`src/rtl/reservoir_input_masker_if.sv`:
```
`default_nettype none
// ----------------------------------------------------------------------------
// reservoir_input_masker_if : sample, mask-table and reservoir handshake bundle
// Rev 1.0
// ----------------------------------------------------------------------------
interface reservoir_input_masker_if #(
  parameter int NUM_VIRTUAL_NODES = 10,
  parameter int DATA_WIDTH        = 32
);
  localparam int c_aw = (NUM_VIRTUAL_NODES > 1) ? $clog2(NUM_VIRTUAL_NODES) : 1;

  logic                  sample_valid;
  logic [15:0]           sample_data;
  logic                  sample_ready;
  logic                  mask_wr_en;
  logic [c_aw-1:0]       mask_wr_addr;
  logic [7:0]            mask_wr_data;
  logic [DATA_WIDTH-1:0] res_din;
  logic                  res_en;
  logic                  res_valid;
  logic [c_aw-1:0]       node_idx;
  logic                  sample_done;
  logic                  timeout_err;

  modport slave (
    input  sample_valid, sample_data, mask_wr_en, mask_wr_addr, mask_wr_data, res_valid,
    output sample_ready, res_din, res_en, node_idx, sample_done, timeout_err
  );

  modport master (
    output sample_valid, sample_data, mask_wr_en, mask_wr_addr, mask_wr_data, res_valid,
    input  sample_ready, res_din, res_en, node_idx, sample_done, timeout_err
  );
endinterface
`default_nettype wire

```
`src/rtl/reservoir_input_masker.sv`:
```
`default_nettype none
// ----------------------------------------------------------------------------
// reservoir_input_masker : scales each sample by a per-node Q0.8 mask and feeds the reservoir
// Rev 1.0
// ----------------------------------------------------------------------------
module reservoir_input_masker #(
  parameter int NUM_VIRTUAL_NODES = 10,
  parameter int DATA_WIDTH        = 32,
  parameter int TIMEOUT_CYCLES    = 64
) (
  input  logic                    clk,
  input  logic                    rst,
  reservoir_input_masker_if.slave bus
);
  localparam int c_aw = (NUM_VIRTUAL_NODES > 1) ? $clog2(NUM_VIRTUAL_NODES) : 1;
  localparam int c_cw = $clog2(TIMEOUT_CYCLES + 1);
  localparam logic [c_aw-1:0] c_last_node = c_aw'(NUM_VIRTUAL_NODES - 1);
  localparam logic [c_cw-1:0] c_cnt_limit = c_cw'(TIMEOUT_CYCLES - 1);

  typedef enum logic [2:0] {
    ST_IDLE  = 3'd0,
    ST_MULT  = 3'd1,
    ST_ISSUE = 3'd2,
    ST_WAIT  = 3'd3,
    ST_DONE  = 3'd4
  } state_t;

  state_t                r_state;
  state_t                w_state_nxt;
  logic [15:0]           r_sample;
  logic [c_aw-1:0]       r_node;
  logic [c_cw-1:0]       r_cnt;
  logic [DATA_WIDTH-1:0] r_din;
  logic                  r_terr;
  logic [7:0]            w_mask [NUM_VIRTUAL_NODES];
  logic [7:0]            w_mask_sel;
  logic [23:0]           w_product;
  logic [15:0]           w_scaled;
  logic                  w_accept;
  logic                  w_node_ok;
  logic                  w_timeout;
  logic                  w_ready;
  logic                  w_en;
  logic                  w_done;

  for (genvar gi = 0; gi < NUM_VIRTUAL_NODES; gi++) begin : g_mask
    logic [7:0] r_entry;
    // Out-of-range addresses match no entry and are dropped.
    always_ff @(posedge clk) begin
      if (rst)
        r_entry <= '0;
      else if (bus.mask_wr_en && (bus.mask_wr_addr == c_aw'(gi)))
        r_entry <= bus.mask_wr_data;
    end
    assign w_mask[gi] = r_entry;
  end

  assign w_mask_sel = w_mask[r_node];
  assign w_product  = 24'(r_sample) * 24'(w_mask_sel);
  assign w_scaled   = 16'(w_product >> 8);

  // The first WAIT cycle (r_cnt == 0) ignores res_valid, covering reservoir response latency.
  assign w_accept  = (r_state == ST_IDLE) && bus.sample_valid;
  assign w_node_ok = (r_state == ST_WAIT) && (r_cnt != '0) && bus.res_valid;
  assign w_timeout = (r_state == ST_WAIT) && !w_node_ok && (r_cnt == c_cnt_limit);

  always_ff @(posedge clk) begin
    if (rst)
      r_state <= ST_IDLE;
    else
      r_state <= w_state_nxt;
  end

  always_comb begin
    w_state_nxt = r_state;
    w_ready     = 1'b0;
    w_en        = 1'b0;
    w_done      = 1'b0;
    case (r_state)
      ST_IDLE: begin
        w_ready = 1'b1;
        if (bus.sample_valid) w_state_nxt = ST_MULT;
      end
      ST_MULT:  w_state_nxt = ST_ISSUE;
      ST_ISSUE: begin
        w_en        = 1'b1;
        w_state_nxt = ST_WAIT;
      end
      ST_WAIT: begin
        if (w_node_ok)
          w_state_nxt = (r_node == c_last_node) ? ST_DONE : ST_MULT;
        else if (w_timeout)
          w_state_nxt = ST_IDLE;
      end
      ST_DONE: begin
        w_done      = 1'b1;
        w_state_nxt = ST_IDLE;
      end
      default: w_state_nxt = ST_IDLE;
    endcase
  end

  always_ff @(posedge clk) begin
    if (rst) begin
      r_sample <= '0;
      r_node   <= '0;
      r_cnt    <= '0;
      r_din    <= '0;
      r_terr   <= 1'b0;
    end else begin
      if (w_accept) begin
        r_sample <= bus.sample_data;
        r_node   <= '0;
        r_terr   <= 1'b0;
      end
      if (r_state == ST_MULT)
        r_din <= DATA_WIDTH'(w_scaled);
      if (r_state == ST_ISSUE)
        r_cnt <= '0;
      else if (r_state == ST_WAIT)
        r_cnt <= r_cnt + 1'b1;
      if (w_node_ok && (r_node != c_last_node))
        r_node <= r_node + 1'b1;
      if (w_timeout) begin
        r_terr <= 1'b1;
        r_node <= '0;
      end
      if (r_state == ST_DONE)
        r_node <= '0;
    end
  end

  assign bus.sample_ready = w_ready;
  assign bus.res_en       = w_en;
  assign bus.sample_done  = w_done;
  assign bus.res_din      = r_din;
  assign bus.node_idx     = r_node;
  assign bus.timeout_err  = r_terr;
endmodule
`default_nettype wire

```
`src/flat_wrapper.sv`:
```
// flat-port wrapper written by rule: the top's interface ports become plain ports
module reservoir_input_masker_flat 
#(
  parameter int NUM_VIRTUAL_NODES = 10,
  parameter int DATA_WIDTH        = 32,
  parameter int TIMEOUT_CYCLES    = 64
)
  (clk, rst, bus_sample_valid, bus_sample_data, bus_mask_wr_en, bus_mask_wr_addr, bus_mask_wr_data, bus_res_valid, bus_sample_ready, bus_res_din, bus_res_en, bus_node_idx, bus_sample_done, bus_timeout_err);
  reservoir_input_masker_if #(.NUM_VIRTUAL_NODES(NUM_VIRTUAL_NODES), .DATA_WIDTH(DATA_WIDTH)) bus_i ();
  input  logic clk;
  input  logic rst;
  input wire logic [$bits(bus_i.sample_valid)-1:0] bus_sample_valid;
  input wire logic [$bits(bus_i.sample_data)-1:0] bus_sample_data;
  input wire logic [$bits(bus_i.mask_wr_en)-1:0] bus_mask_wr_en;
  input wire logic [$bits(bus_i.mask_wr_addr)-1:0] bus_mask_wr_addr;
  input wire logic [$bits(bus_i.mask_wr_data)-1:0] bus_mask_wr_data;
  input wire logic [$bits(bus_i.res_valid)-1:0] bus_res_valid;
  output wire logic [$bits(bus_i.sample_ready)-1:0] bus_sample_ready;
  output wire logic [$bits(bus_i.res_din)-1:0] bus_res_din;
  output wire logic [$bits(bus_i.res_en)-1:0] bus_res_en;
  output wire logic [$bits(bus_i.node_idx)-1:0] bus_node_idx;
  output wire logic [$bits(bus_i.sample_done)-1:0] bus_sample_done;
  output wire logic [$bits(bus_i.timeout_err)-1:0] bus_timeout_err;
  assign bus_i.sample_valid = bus_sample_valid;
  assign bus_i.sample_data = bus_sample_data;
  assign bus_i.mask_wr_en = bus_mask_wr_en;
  assign bus_i.mask_wr_addr = bus_mask_wr_addr;
  assign bus_i.mask_wr_data = bus_mask_wr_data;
  assign bus_i.res_valid = bus_res_valid;
  assign bus_sample_ready = bus_i.sample_ready;
  assign bus_res_din = bus_i.res_din;
  assign bus_res_en = bus_i.res_en;
  assign bus_node_idx = bus_i.node_idx;
  assign bus_sample_done = bus_i.sample_done;
  assign bus_timeout_err = bus_i.timeout_err;
  reservoir_input_masker #(.NUM_VIRTUAL_NODES(NUM_VIRTUAL_NODES), .DATA_WIDTH(DATA_WIDTH), .TIMEOUT_CYCLES(TIMEOUT_CYCLES)) u_core (.clk(clk), .rst(rst), .bus(bus_i));
endmodule
```
`config.mk`:
```
export PLATFORM = sky130hd
export DESIGN_NAME = reservoir_input_masker_flat
export DESIGN_NICKNAME = d
export VERILOG_FILES = /design/src/rtl/reservoir_input_masker_if.sv /design/src/rtl/reservoir_input_masker.sv /design/src/flat_wrapper.sv
export SDC_FILE = /design/constraint.sdc
export NUM_CORES = 1
export LEC_CHECK = 0
export ABC_CLOCK_PERIOD_IN_PS = 6800
export BUFFER_PORTS_ARGS = -buffer_cell sky130_fd_sc_hd__buf_2
export CAP_MARGIN = 20
export CORE_MARGIN = 2
export CORE_UTILIZATION = 25
export CTS_CLUSTER_SIZE = 30
export DETAILED_ROUTE_END_ITERATION = 10
export SETUP_SLACK_MARGIN = 0.05
export SLEW_MARGIN = 40
export SYNTH_ARGS = -nofsm -noshare
export SYNTH_HDL_FRONTEND = slang
export SYNTH_SLANG_ARGS = --single-unit
```
`constraint.sdc`:
```
create_clock -name clk -period 6.8 [get_ports clk]
set_input_delay 0.68 -clock clk [delete_from_list [all_inputs] [get_ports clk]]
set_output_delay 0.68 -clock clk [all_outputs]
set_load 0.02 [all_outputs]
```
# [Yosys cells after proc, flatten, opt, wreduce, memory -nomap -nowiden]
# Cells that the tools add are included.
[word_totals] register_bits=127 input_bits=33 out_inout_bits=40 elab_cells=79
[classes] n_addsub=2 mul=1 magnitude_cmp=1 n_eq_ne=18 n_mux=15 n_bitwise=1 n_reduce_logical=25
[op_table] op="$bmux 8 s4" n=1
[op_table] op="$mul 16x8->24" n=1
[op_table] op="$eq 4x3->1 const B" n=4
[op_table] op="$logic_and 1x1->1" n=16
[op_table] op="$mux 8" n=2
[op_table] op="$eq 4x4->1 const B" n=3
[op_table] op="$mux 3" n=4
[op_table] op="$pmux 3 s4" n=1
[op_table] op="$eq 4x2->1 const B" n=2
[op_table] op="$mux 4" n=2
[op_table] op="$add 7x1->7 const B" n=1
[op_table] op="$eq 7x6->1 const B" n=1
[op_table] op="$reduce_bool 7->1" n=1
[op_table] op="$eq 3x2->1 const B" n=2
[op_table] op="$ge 5x5->1 const B" n=1
[op_table] op="$mux 1" n=5
[op_table] op="$not 4->5" n=1
[op_table] op="$add 4x1->4 const B" n=1
[op_table] op="$eq 4x1->1 const B" n=1
[op_table] op="$logic_not 4->1" n=1
[op_table] op="$ne 4x4->1 const B" n=1
[op_table] op="$reduce_bool 2->1" n=2
[op_table] op="$eq 3x1->1 const B" n=1
[op_table] op="$eq 3x3->1 const B" n=1
[op_table] op="7 further kinds" n=7

# [Logic depth before layout (Yosys ltp)]
# Gate-level depths: netlist (run 1).
[logic_depth] ltp_word=9 mapped_depth=25 depth_no_buf=22

# [Worst setup path before layout (run 1)]
# No wires, ideal clock.
[synth_timing] kind="register to register" start="register u_core.r_node[0] (netlist: u_core.bus.node_idx[0])" end="register u_core.r_din[9] (netlist: u_core.bus.res_din[9])" setup_ns=0.074 t_arrival_ns=6.479 required_time_ns=6.726 path_slack_ns=0.247 stages_incl_launch_ff=24 n_path_buf=4 synth_period_minus_slack_ns=6.553 cell_sequence="dfxtp_1 -> buf_6 -> buf_2 -> buf_2 -> mux2_2 -> a221oi_1 -> a21oi_1 -> clkbuf_1 -> and2_1 -> fa_1 -> fa_1 -> fa_1 -> inv_1 -> fa_1 -> inv_1 -> ha_1 -> nand2_1 -> o21ai_0 -> a31o_2 -> a311o_2 -> a2111oi_4 -> nor3b_2 -> mux2_4 -> o22ai_2"
[synth_via] elab_chain_len=5
[synth_rtl] item="from (decl)" line="reservoir_input_masker.sv:31" source="logic [c_aw-1:0] r_node;"
[synth_rtl] item="from (signal assigned)" line="reservoir_input_masker.sv:123" source="r_node <= r_node + 1'b1;"
[synth_rtl] item="$not 4->5 (implied by the code)" line="reservoir_input_masker.sv:58" source="assign w_mask_sel = w_mask[r_node];"
[synth_rtl] item="$bmux 8 s4" line="reservoir_input_masker.sv:58"
[synth_rtl] item="$mux 8 (implied by the code) (2 in a row)" line="reservoir_input_masker.sv:58"
[synth_rtl] item="$mul 16x8->24" line="reservoir_input_masker.sv:59" source="assign w_product = 24'(r_sample) * 24'(w_mask_sel);"
[synth_rtl] item="to (signal assigned)" line="reservoir_input_masker.sv:117" source="r_din <= DATA_WIDTH'(w_scaled);"
[synth_rtl] item="to (decl)" line="reservoir_input_masker.sv:33" source="logic [DATA_WIDTH-1:0] r_din;"
# No other way between the ends. The select of a mux whose other input is x is not followed.
# A chain may end at the register's enable or synchronous reset.

# [Worst setup path after layout (run 1)]
[layout_timing] start="register u_core.r_node[0] (netlist: u_core.bus.node_idx[0])" end="register u_core.r_din[8] (netlist: u_core.bus.res_din[8])"
# Same word-level chain as after synthesis.

==> insert_results.sql, run 1 <==
INSERT INTO impl_metrics (metric_group, metric, value, unit) VALUES
('floorplanning', 'floorplan.io_pins', '73', ''),
('power_and_ir_drop', 'clkPwrFrac', '49.6', '%'),
('critical_path', 'timing.critical_path.arrival', '6.75', 'ns'),
('clock_tree', 'later_pin_clock_latency_in_the_skew_report', '0.44', 'ns'),
('power_and_ir_drop', 'cellPowerDensity', '170.6', 'nW/um^2'),
('final_layout', 'syn2layout_area_growth', '15.55', '%'),
('final_layout', 'drive_gt1_share', '14.87', '%'),
('timing', 'finalSetupTns', '0', 'ns'),
('clock_tree', 'post_cts_resized', '0', ''),
('power_and_ir_drop', 'worst_ir_drop_vdd', '0.1342', 'mV'),
('critical_path', 'worst_path_max_stage_delay', '0.54', 'ns'),
('grt', 'grt_pass1_vias', '7512', ''),
('power_and_ir_drop', 'intPower', '1.355', 'mW'),
('clock_tree', 'clock-root-buffer', 'sky130_fd_sc_hd__clkbuf_16', ''),
('critical_path', 'largest_fanout_of_any_net_on_the_critical_path', '16', ''),
('critical_path', 'worstSetupPathType', 'flop to flop', ''),
('timing', 'max_slew.worst_pin.slew', '0.7959', 'ns'),
('power_and_ir_drop', 'fin_total_pwr', '1.864', 'mW'),
('timing', 'setup_viol_count_final', '0', ''),
('timing', 'maxClockFrequency', '155.9', 'MHz'),
('floorplanning', 'placementRows', '71', ''),
('clock_tree', 'tritoncts', 'done', ''),
('grt', 'grt_util_all_layers', '13.08', '%'),
('critical_path', 'crit_path_end_kind', 'flop', ''),
('power_and_ir_drop', 'p_comb_share', '8.0', '%'),
('clock_tree', 'path_clk_slew', '0.06', 'ns'),
('detailed_routing', 'route.vias.total', '7145', ''),
('grt', 'antenna_found_initial', '1', ''),
('yosys', 'syn_area', '9455', 'um^2'),
('timing', 'fin_worst_skew', '0.008373', 'ns'),
('yosys', 'synthesis.area_per_instance', '9.288', 'um^2'),
('clock_tree', 'cts-root-to-sink-buffers', '2', ''),
('critical_path', 'worst-r2r-setup-slack', '0.38', 'ns'),
('yosys', 'synthDistinctLibCells', '65', ''),
('timing', 'final_max_slew_viol_count', '0', ''),
('timing', 'final_hold_viol_count', '0', ''),
('yosys', 'netlist_top_cells_area', 'sky130_fd_sc_hd__dfxtp_1, sky130_fd_sc_hd__fa_1, sky130_fd_sc_hd__mux2i_1, sky130_fd_sc_hd__ha_1, sky130_fd_sc_hd__and2_1', ''),
('placed_design', 'io_buffer_count', '56', ''),
('critical_path', 'worstReg2RegStart', 'u_core.bus.node_idx[0]', ''),
('timing', 'timing.final.crit_period', '6.415', 'ns'),
('critical_path', 'path_cells', 'buf_12 -> mux4_2 -> a221oi_1 -> a21oi_1 -> buf_4 -> and2_1 -> fa_1 -> fa_1 -> fa_1 -> inv_1 -> fa_1 -> inv_1 -> ha_1 -> a21oi_1 -> o21ai_0 -> a31o_2 -> a311o_2 -> a2111oi_4 -> o21bai_1 -> nor3b_1 -> a31o_2', ''),
('clock_tree', 'ctsHtreeMaxLevel', '4', ''),
('job', 'maxCapViolCount', '0', ''),
('min_path', 'worst_hold_path.endpoint', 'u_core.bus.res_din[4]', ''),
('power_and_ir_drop', 'p_seq_share', '42.5', '%'),
('clock_tree', 'numCtsBuffers', '17', ''),
('critical_path', 'cp_top_family', 'adder cells', ''),
('final_layout', 'final_net_count', '1225', ''),
('min_path', 'hold_path_depth', '2', ''),
('floorplanning', 'chipWidth', '198.5', 'um'),
('run_status', 'status', 'completed', ''),
('placed_design', 'routabilityCongestion', '0.8240', ''),
('min_path', 'hold_path_class', 'flop to flop', ''),
('clock_tree', 'cts.repair_timing.setup_buffer_count', '0', ''),
('yosys', 'synth.largest_area_cell', 'sky130_fd_sc_hd__dfxtp_1', ''),
('yosys', 'async_flop_share', '0', '%'),
('critical_path', 'critPathLaunchType', 'flop', ''),
('detailed_routing', 'final_antenna_net_count', '0', ''),
('yosys', 'synth.ff_latch_count', '127', ''),
('floorplanning', 'dieArea', '39390', 'um^2'),
('yosys', 'synth_top_flop_cell', 'sky130_fd_sc_hd__dfxtp_1', ''),
('floorplanning', 'floorplan.die.height', '198.5', 'um'),
('clock_tree', 'postCtsHoldBufs', '0', ''),
('grt', 'globalRoute.totalOverflow', '0', ''),
('detailed_routing', 'detail_route.wirelength', '23960', 'um'),
('power_and_ir_drop', 'switching_share', '27.30', '%'),
('yosys', 'seq_total_area_yosys', '26.89', '%'),
('yosys', 'total_of_warnings_raised_by_yosys', '0', ''),
('detailed_routing', 'drt_iter0_drc', '394', ''),
('detailed_routing', 'detail_route.wl_per_cell', '15.09', 'um'),
('critical_path', 'worstRegToRegCells', '21', '');
## worst max-delay path by stage
stage | slack (ns) | start | end | depth (start not counted)
after floorplan | 0.25 | u_core.bus.node_idx[0] | u_core.bus.res_din[9] | 23
after global placement | 0.31 | u_core.bus.node_idx[0] | u_core.bus.res_din[9] | 21
after detailed placement | 0.40 | u_core.bus.node_idx[0] | u_core.bus.res_din[8] | 21
after CTS | 0.38 | u_core.bus.node_idx[0] | u_core.bus.res_din[8] | 21
after global routing | 0.08 | u_core.bus.node_idx[0] | u_core.bus.res_din[15] | 22
final | 0.38 | u_core.bus.node_idx[0] | u_core.bus.res_din[8] | 21
## routing by layer
| metal | routed length [um] | GRT usage [%] | up-vias |
|---|---|---|---|
| met1 | 10640 | 16.20 | 3498 |
| met3 | 1300 | 3.018 | 36 |
| li1 | - | - | 3417 |
| met4 | 594 | 5.445 | 0 |
| met2 | 11430 | 21.86 | 194 |
| met5 | 0 | 0 | - |
## tightest hold or removal path: stages, from the launching register on
cell                      delay (ns)
sky130_fd_sc_hd__dfxtp_1        0.31
sky130_fd_sc_hd__nand2_1        0.05
sky130_fd_sc_hd__a21oi_1        0.05
## through the flow
step	utilization, %	setup WS (ns)	area (um^2)	instances	hold slack [ns]
after floorplan	-	0.2468	9512	1033	0.4518
after global placement	27.50	0.3144	10310	1556	0.4444
after detailed placement	27.56	0.4010	10330	1556	0.4482
after CTS	29.12	0.3781	10920	1587	0.4551
after global routing	29.14	0.08223	10930	1588	0.4741
final	29.14	0.3847	10930	1588	0.4550
## sequential cells by signal (all words and copies together) (netlist names)
signal,cells
u_core.bus.res_din,16
u_core.bus.node_idx,4
u_core.r_cnt,7
u_core.r_sample,16
u_core.g_mask.r_entry,80
u_core.bus.timeout_err,1
u_core.r_state,3
## cell type report
class / count / area [um^2]
inverter: 100 / 375.4
tap: 511 / 639.4
fill: 3962 / 26560
clock inverter: 13 / 156.4
multi-input combinational: 739 / 6295
antenna: 1 / 2.502
timing repair buffer: 79 / 484.2
sequential: 127 / 2544
clock buffer: 18 / 429.2
## power by group through the flow
stage	clock network, mW	logic, mW	registers (mW)
detailed placement	0	0.150	0.807
finish	0.924	0.148	0.791
floorplan	0	0.110	0.793
global placement	0	0.146	0.807
global route	0.971	0.166	0.794
CTS	0.944	0.150	0.791
## cell usage in the layout (no fill, tap or decap), types with 5 or more instances in the layout
master	Yosys	final
sky130_fd_sc_hd__and3_1	7	7
sky130_fd_sc_hd__nand2_1	80	79
sky130_fd_sc_hd__inv_1	99	99
sky130_fd_sc_hd__xor2_1	5	5
sky130_fd_sc_hd__o31ai_1	5	5
sky130_fd_sc_hd__nand3b_1	6	6
sky130_fd_sc_hd__and2_1	85	84
sky130_fd_sc_hd__conb_1	1	16
sky130_fd_sc_hd__o21ai_0	7	7
sky130_fd_sc_hd__mux2i_1	84	84
sky130_fd_sc_hd__a21oi_1	48	46
sky130_fd_sc_hd__dfxtp_1	127	126
sky130_fd_sc_hd__nor3_1	9	9
sky130_fd_sc_hd__mux2_2	7	7
sky130_fd_sc_hd__clkinv_4	0	5
sky130_fd_sc_hd__nand3_1	9	9
sky130_fd_sc_hd__mux4_2	13	13
sky130_fd_sc_hd__nor3b_1	7	6
sky130_fd_sc_hd__a221oi_1	6	6
sky130_fd_sc_hd__nor2b_1	25	25
sky130_fd_sc_hd__clkbuf_16	0	17
sky130_fd_sc_hd__xnor2_1	6	6
sky130_fd_sc_hd__a211oi_1	5	5
sky130_fd_sc_hd__nand4_1	7	7
sky130_fd_sc_hd__nor2_1	107	105
sky130_fd_sc_hd__fa_1	83	83
sky130_fd_sc_hd__nand2b_1	8	8
sky130_fd_sc_hd__ha_1	45	45
sky130_fd_sc_hd__buf_4	17	21
sky130_fd_sc_hd__o21a_1	8	8
sky130_fd_sc_hd__buf_2	3	55
## logic make-up after synthesis
kind of cell | share of synthesized area [%]
simple gates | 19.24
buf+inv | 7.424
fa+ha+maj | 23.53
flops | 26.89
compound gates | 8.482
mux | 13.38
xor+xnor | 1.019
other cells | 0.03966
(Power assumes the default switching activity.)
==> inputs of run 2 (changes only) <==
- CORE_MARGIN: 2 -> not set
==> run 2 against run 1 <==
- first-iteration DRC count up 6.1%
- sequential cell count did not move
- via count down 0.25%
- power rose by 4.8%
- worst setup slack got worse by 0.058 ns
- die area down 2.0%
- core utilization grew 0.48 points
- worst hold slack worse by 0.0077 ns
- fmax is 0.90% lower
- count of clock-buffer cells in the layout is the same
- sequential power barely moved
- final cell count decreased by 0.57%
- critical endpoint is now u_core.bus.res_din[9]
==> insert_results.sql, run 2 (synthesis gave the netlist of run 1 again) <==
INSERT INTO impl_metrics (metric_group, metric, value, unit) VALUES
('timing', 'max_slew.worst_pin.slew', '0.7063', 'ns'),
('run_status', 'status', 'completed', ''),
('timing', 'final_max_slew_viol_count', '0', ''),
('floorplanning', 'placementRows', '70', ''),
('grt', 'grt_max_degree', '93', ''),
('final_layout', 'antenna_cells', '0', ''),
('placed_design', 'dp.cells', '1548', ''),
('final_layout', 'largest_register_ffs', '80', ''),
('timing', 'setup_viol_count_final', '0', ''),
('power_and_ir_drop', 'leakagePower', '4.938', 'nW'),
('grt', 'globalRoute.totalOverflow', '0', ''),
('power_and_ir_drop', 'fin_total_pwr', '1.953', 'mW'),
('critical_path', 'worst-endpoint-required', '7.15', 'ns'),
('timing', 'rsz0062_at_grt', 'false', ''),
('detailed_routing', 'detail_route.wirelength', '23740', 'um'),
('critical_path', 'worst_path_max_stage_delay', '0.60', 'ns'),
('final_layout', 'commonest_cells_after_routing_fill_and_taps_aside', 'sky130_fd_sc_hd__dfxtp_1, sky130_fd_sc_hd__nor2_1, sky130_fd_sc_hd__inv_1', ''),
('grt', 'antenna_found_initial', '0', ''),
('final_layout', 'nFillCells', '3911', ''),
('clock_tree', 'cts.repair_timing.setup_buffer_count', '0', ''),
('floorplanning', 'placeable_core_region', '36870', 'um^2'),
('final_layout', 'registers.top_by_ff_count', 'u_core.g_mask.r_entry', ''),
('clock_tree', 'cts-root-to-sink-buffers', '2', ''),
('critical_path', 'cp_top_family', 'adder cells', ''),
('critical_path', 'path_cells', 'nor2_1 -> a221oi_1 -> a21oi_1 -> nand2_1 -> fa_1 -> fa_1 -> inv_1 -> fa_1 -> inv_1 -> fa_1 -> inv_1 -> ha_1 -> a21oi_1 -> o21ai_0 -> a31o_2 -> a311o_2 -> a2111oi_4 -> nor3b_2 -> mux2_4 -> o22ai_2', ''),
('critical_path', 'crit_path_end_kind', 'flop', ''),
('clock_tree', 'clock-root-buffer', 'sky130_fd_sc_hd__clkbuf_16', ''),
('detailed_routing', 'route.vias.total', '7127', ''),
('final_layout', 'multiInputGateArea', '6281', 'um^2'),
('placed_design', 'routabilityCongestion', '0.8115', ''),
('placed_design', 'dpl_cell_area', '10280', 'um^2'),
('detailed_routing', 'route.detailed.drc', '0', ''),
('power_and_ir_drop', 'cellPowerDensity', '178.8', 'nW/um^2'),
('critical_path', 'largest_fanout_of_any_net_on_the_critical_path', '14', ''),
('timing', 'maxClockFrequency', '154.5', 'MHz'),
('floorplanning', 'floorplan.die.height', '196.5', 'um'),
('detailed_routing', 'wl_met2', '11660', 'um'),
('clock_tree', 'post_cts_resized', '0', ''),
('critical_path', 'critPathLaunchType', 'flop', ''),
('floorplanning', 'floorplan.io_pins', '73', ''),
('clock_tree', 'cts.sinks', '127', ''),
('final_layout', 'final_design_area_no_fill', '10920', 'um^2'),
('final_layout', 'post_layout_nonfiller_instances', '1579', ''),
('job', 'maxCapViolCount', '0', ''),
('detailed_routing', 'top_layer_used', 'met4', ''),
('clock_tree', 'later_pin_clock_latency_in_the_skew_report', '0.43', 'ns'),
('detailed_routing', 'wl_met1', '10830', 'um'),
('grt', 'global_route_wire_length_before_repair', '38900', 'um'),
('grt', 'grt_util_all_layers', '12.83', '%'),
('detailed_routing', 'routed-wl-met3', '869', 'um'),
('critical_path', 'critPathBufInv', '3', ''),
('placed_design', 'io_buffer_count', '56', ''),
('critical_path', 'timing.critical_path.slowest_stage_cell', 'sky130_fd_sc_hd__nor2_1', ''),
('clock_tree', 'postCtsHoldBufs', '0', ''),
('final_layout', 'layout.area.seq', '2544', 'um^2'),
('detailed_routing', 'drt-vias-per-instance', '4.514', ''),
('power_and_ir_drop', 'worst_ir_drop_vdd', '0.1444', 'mV'),
('critical_path', 'timing.critical_path.arrival', '6.82', 'ns'),
('detailed_routing', 'final_antenna_net_count', '0', ''),
('clock_tree', 'path_clk_slew', '0.06', 'ns'),
('critical_path', 'critical-path-top-cell-by-count', 'sky130_fd_sc_hd__fa_1', ''),
('clock_tree', 'tritoncts', 'done', ''),
('timing', 'timing.final.crit_period', '6.473', 'ns'),
('detailed_routing', 'drt-pass1-iter-count', '5', ''),
('final_layout', 'syn2layout_area_growth', '15.51', '%'),
('floorplanning', 'dieArea', '38600', 'um^2'),
('floorplanning', 'chipWidth', '196.5', 'um'),
('timing', 'hold_slack', '0.4473', 'ns'),
('placed_design', 'place.detailed.hpwl', '17860', 'um'),
('final_layout', 'drive_gt1_share', '14.79', '%'),
('timing', 'final_hold_viol_count', '0', ''),
('critical_path', 'worstSetupPathType', 'flop to flop', ''),
('clock_tree', 'numCtsBuffers', '17', ''),
('grt', 'grt_pass1_vias', '7312', ''),
('floorplanning', 'start_util', '25.64', '%'),
('detailed_routing', 'drt_iter0_drc', '418', ''),
('timing', 'finalSetupTns', '0', 'ns'),
('detailed_routing', 'detail_route.wl_per_cell', '15.03', 'um'),
('timing', 'final.period_utilization', '95.20', '%'),
('min_path', 'hold_path_class', 'flop to flop', ''),
('final_layout', 'final_net_count', '1224', ''),
('clock_tree', 'ctsHtreeMaxLevel', '4', ''),
('final_layout', 'mostFrequentLayoutCell', 'sky130_fd_sc_hd__dfxtp_1', ''),
('timing', 'fin_worst_skew', '0.01021', 'ns'),
('timing', 'relSlewSlack', '52.91', '%');
==> run 2: cell count changes in the layout (fill, tap and decap cells not counted), moves of 2 or more <==
cell,change
sky130_fd_sc_hd__inv_6,+3
sky130_fd_sc_hd__buf_12,-2
sky130_fd_sc_hd__clkinv_4,-4
sky130_fd_sc_hd__a21oi_1,+2
sky130_fd_sc_hd__a21oi_2,-2
sky130_fd_sc_hd__bufinv_16,+2
==> run 2: cell type report <==
class / count / area share (%)
multi-input cells: 739 / 57.51
flip-flops and latches: 127 / 23.29
well taps: 504 / 5.774
repair buffers: 78 / 4.136
clock buffers: 18 / 4.021
inverters: 100 / 3.437
clock inverters: 13 / 1.833
==> run 2: power breakdown <==
group / internal [mW] / switching [mW] / leakage, nW
clock: 0.631 / 0.383 / 0.311
combinational: 0.0475 / 0.100 / 3.60
sequential: 0.762 / 0.0291 / 1.03
==> run 2: metrics by stage <==
stage	worst slack (ns)	utilization, %
floorplan	0.2468	-
global placement	0.4749	27.84
detailed placement	0.3688	27.88
CTS	0.3570	29.61
global route	0.06868	29.62
finish	0.3265	29.62
==> run 2: final timing paths <==
check | start | end | slack, ns | depth (start not counted)
setup / recovery | u_core.bus.node_idx[1] | u_core.bus.res_din[9] | 0.33 | 20
hold / removal | u_core.bus.res_din[4] | u_core.bus.res_din[4] | 0.45 | 2
setup reg to reg | u_core.bus.node_idx[1] | u_core.bus.res_din[9] | 0.33 | 20
hold reg to reg | u_core.bus.res_din[4] | u_core.bus.res_din[4] | 0.45 | 2
==> run 2: per-layer routing <==
layer	GRT usage (%)	vias to the layer above
li1	-	3409
met4	4.051	0
met3	2.259	21
met2	22.12	123
met5	0	-
met1	16.20	3574
==> run 2: worst reg2reg max path, cell delays in order (launching register included) <==
cell and delay (ns):
sky130_fd_sc_hd__dfxtp_1 0.50, sky130_fd_sc_hd__nor2_1 0.61, sky130_fd_sc_hd__a221oi_1 0.17, sky130_fd_sc_hd__a21oi_1 0.55
sky130_fd_sc_hd__nand2_1 0.16, sky130_fd_sc_hd__fa_1 0.48, sky130_fd_sc_hd__fa_1 0.54, sky130_fd_sc_hd__inv_1 0.06
sky130_fd_sc_hd__fa_1 0.53, sky130_fd_sc_hd__inv_1 0.05, sky130_fd_sc_hd__fa_1 0.53, sky130_fd_sc_hd__inv_1 0.04
sky130_fd_sc_hd__ha_1 0.33, sky130_fd_sc_hd__a21oi_1 0.19, sky130_fd_sc_hd__o21ai_0 0.12, sky130_fd_sc_hd__a31o_2 0.28
sky130_fd_sc_hd__a311o_2 0.41, sky130_fd_sc_hd__a2111oi_4 0.35, sky130_fd_sc_hd__nor3b_2 0.11, sky130_fd_sc_hd__mux2_4 0.31
sky130_fd_sc_hd__o22ai_2 0.10
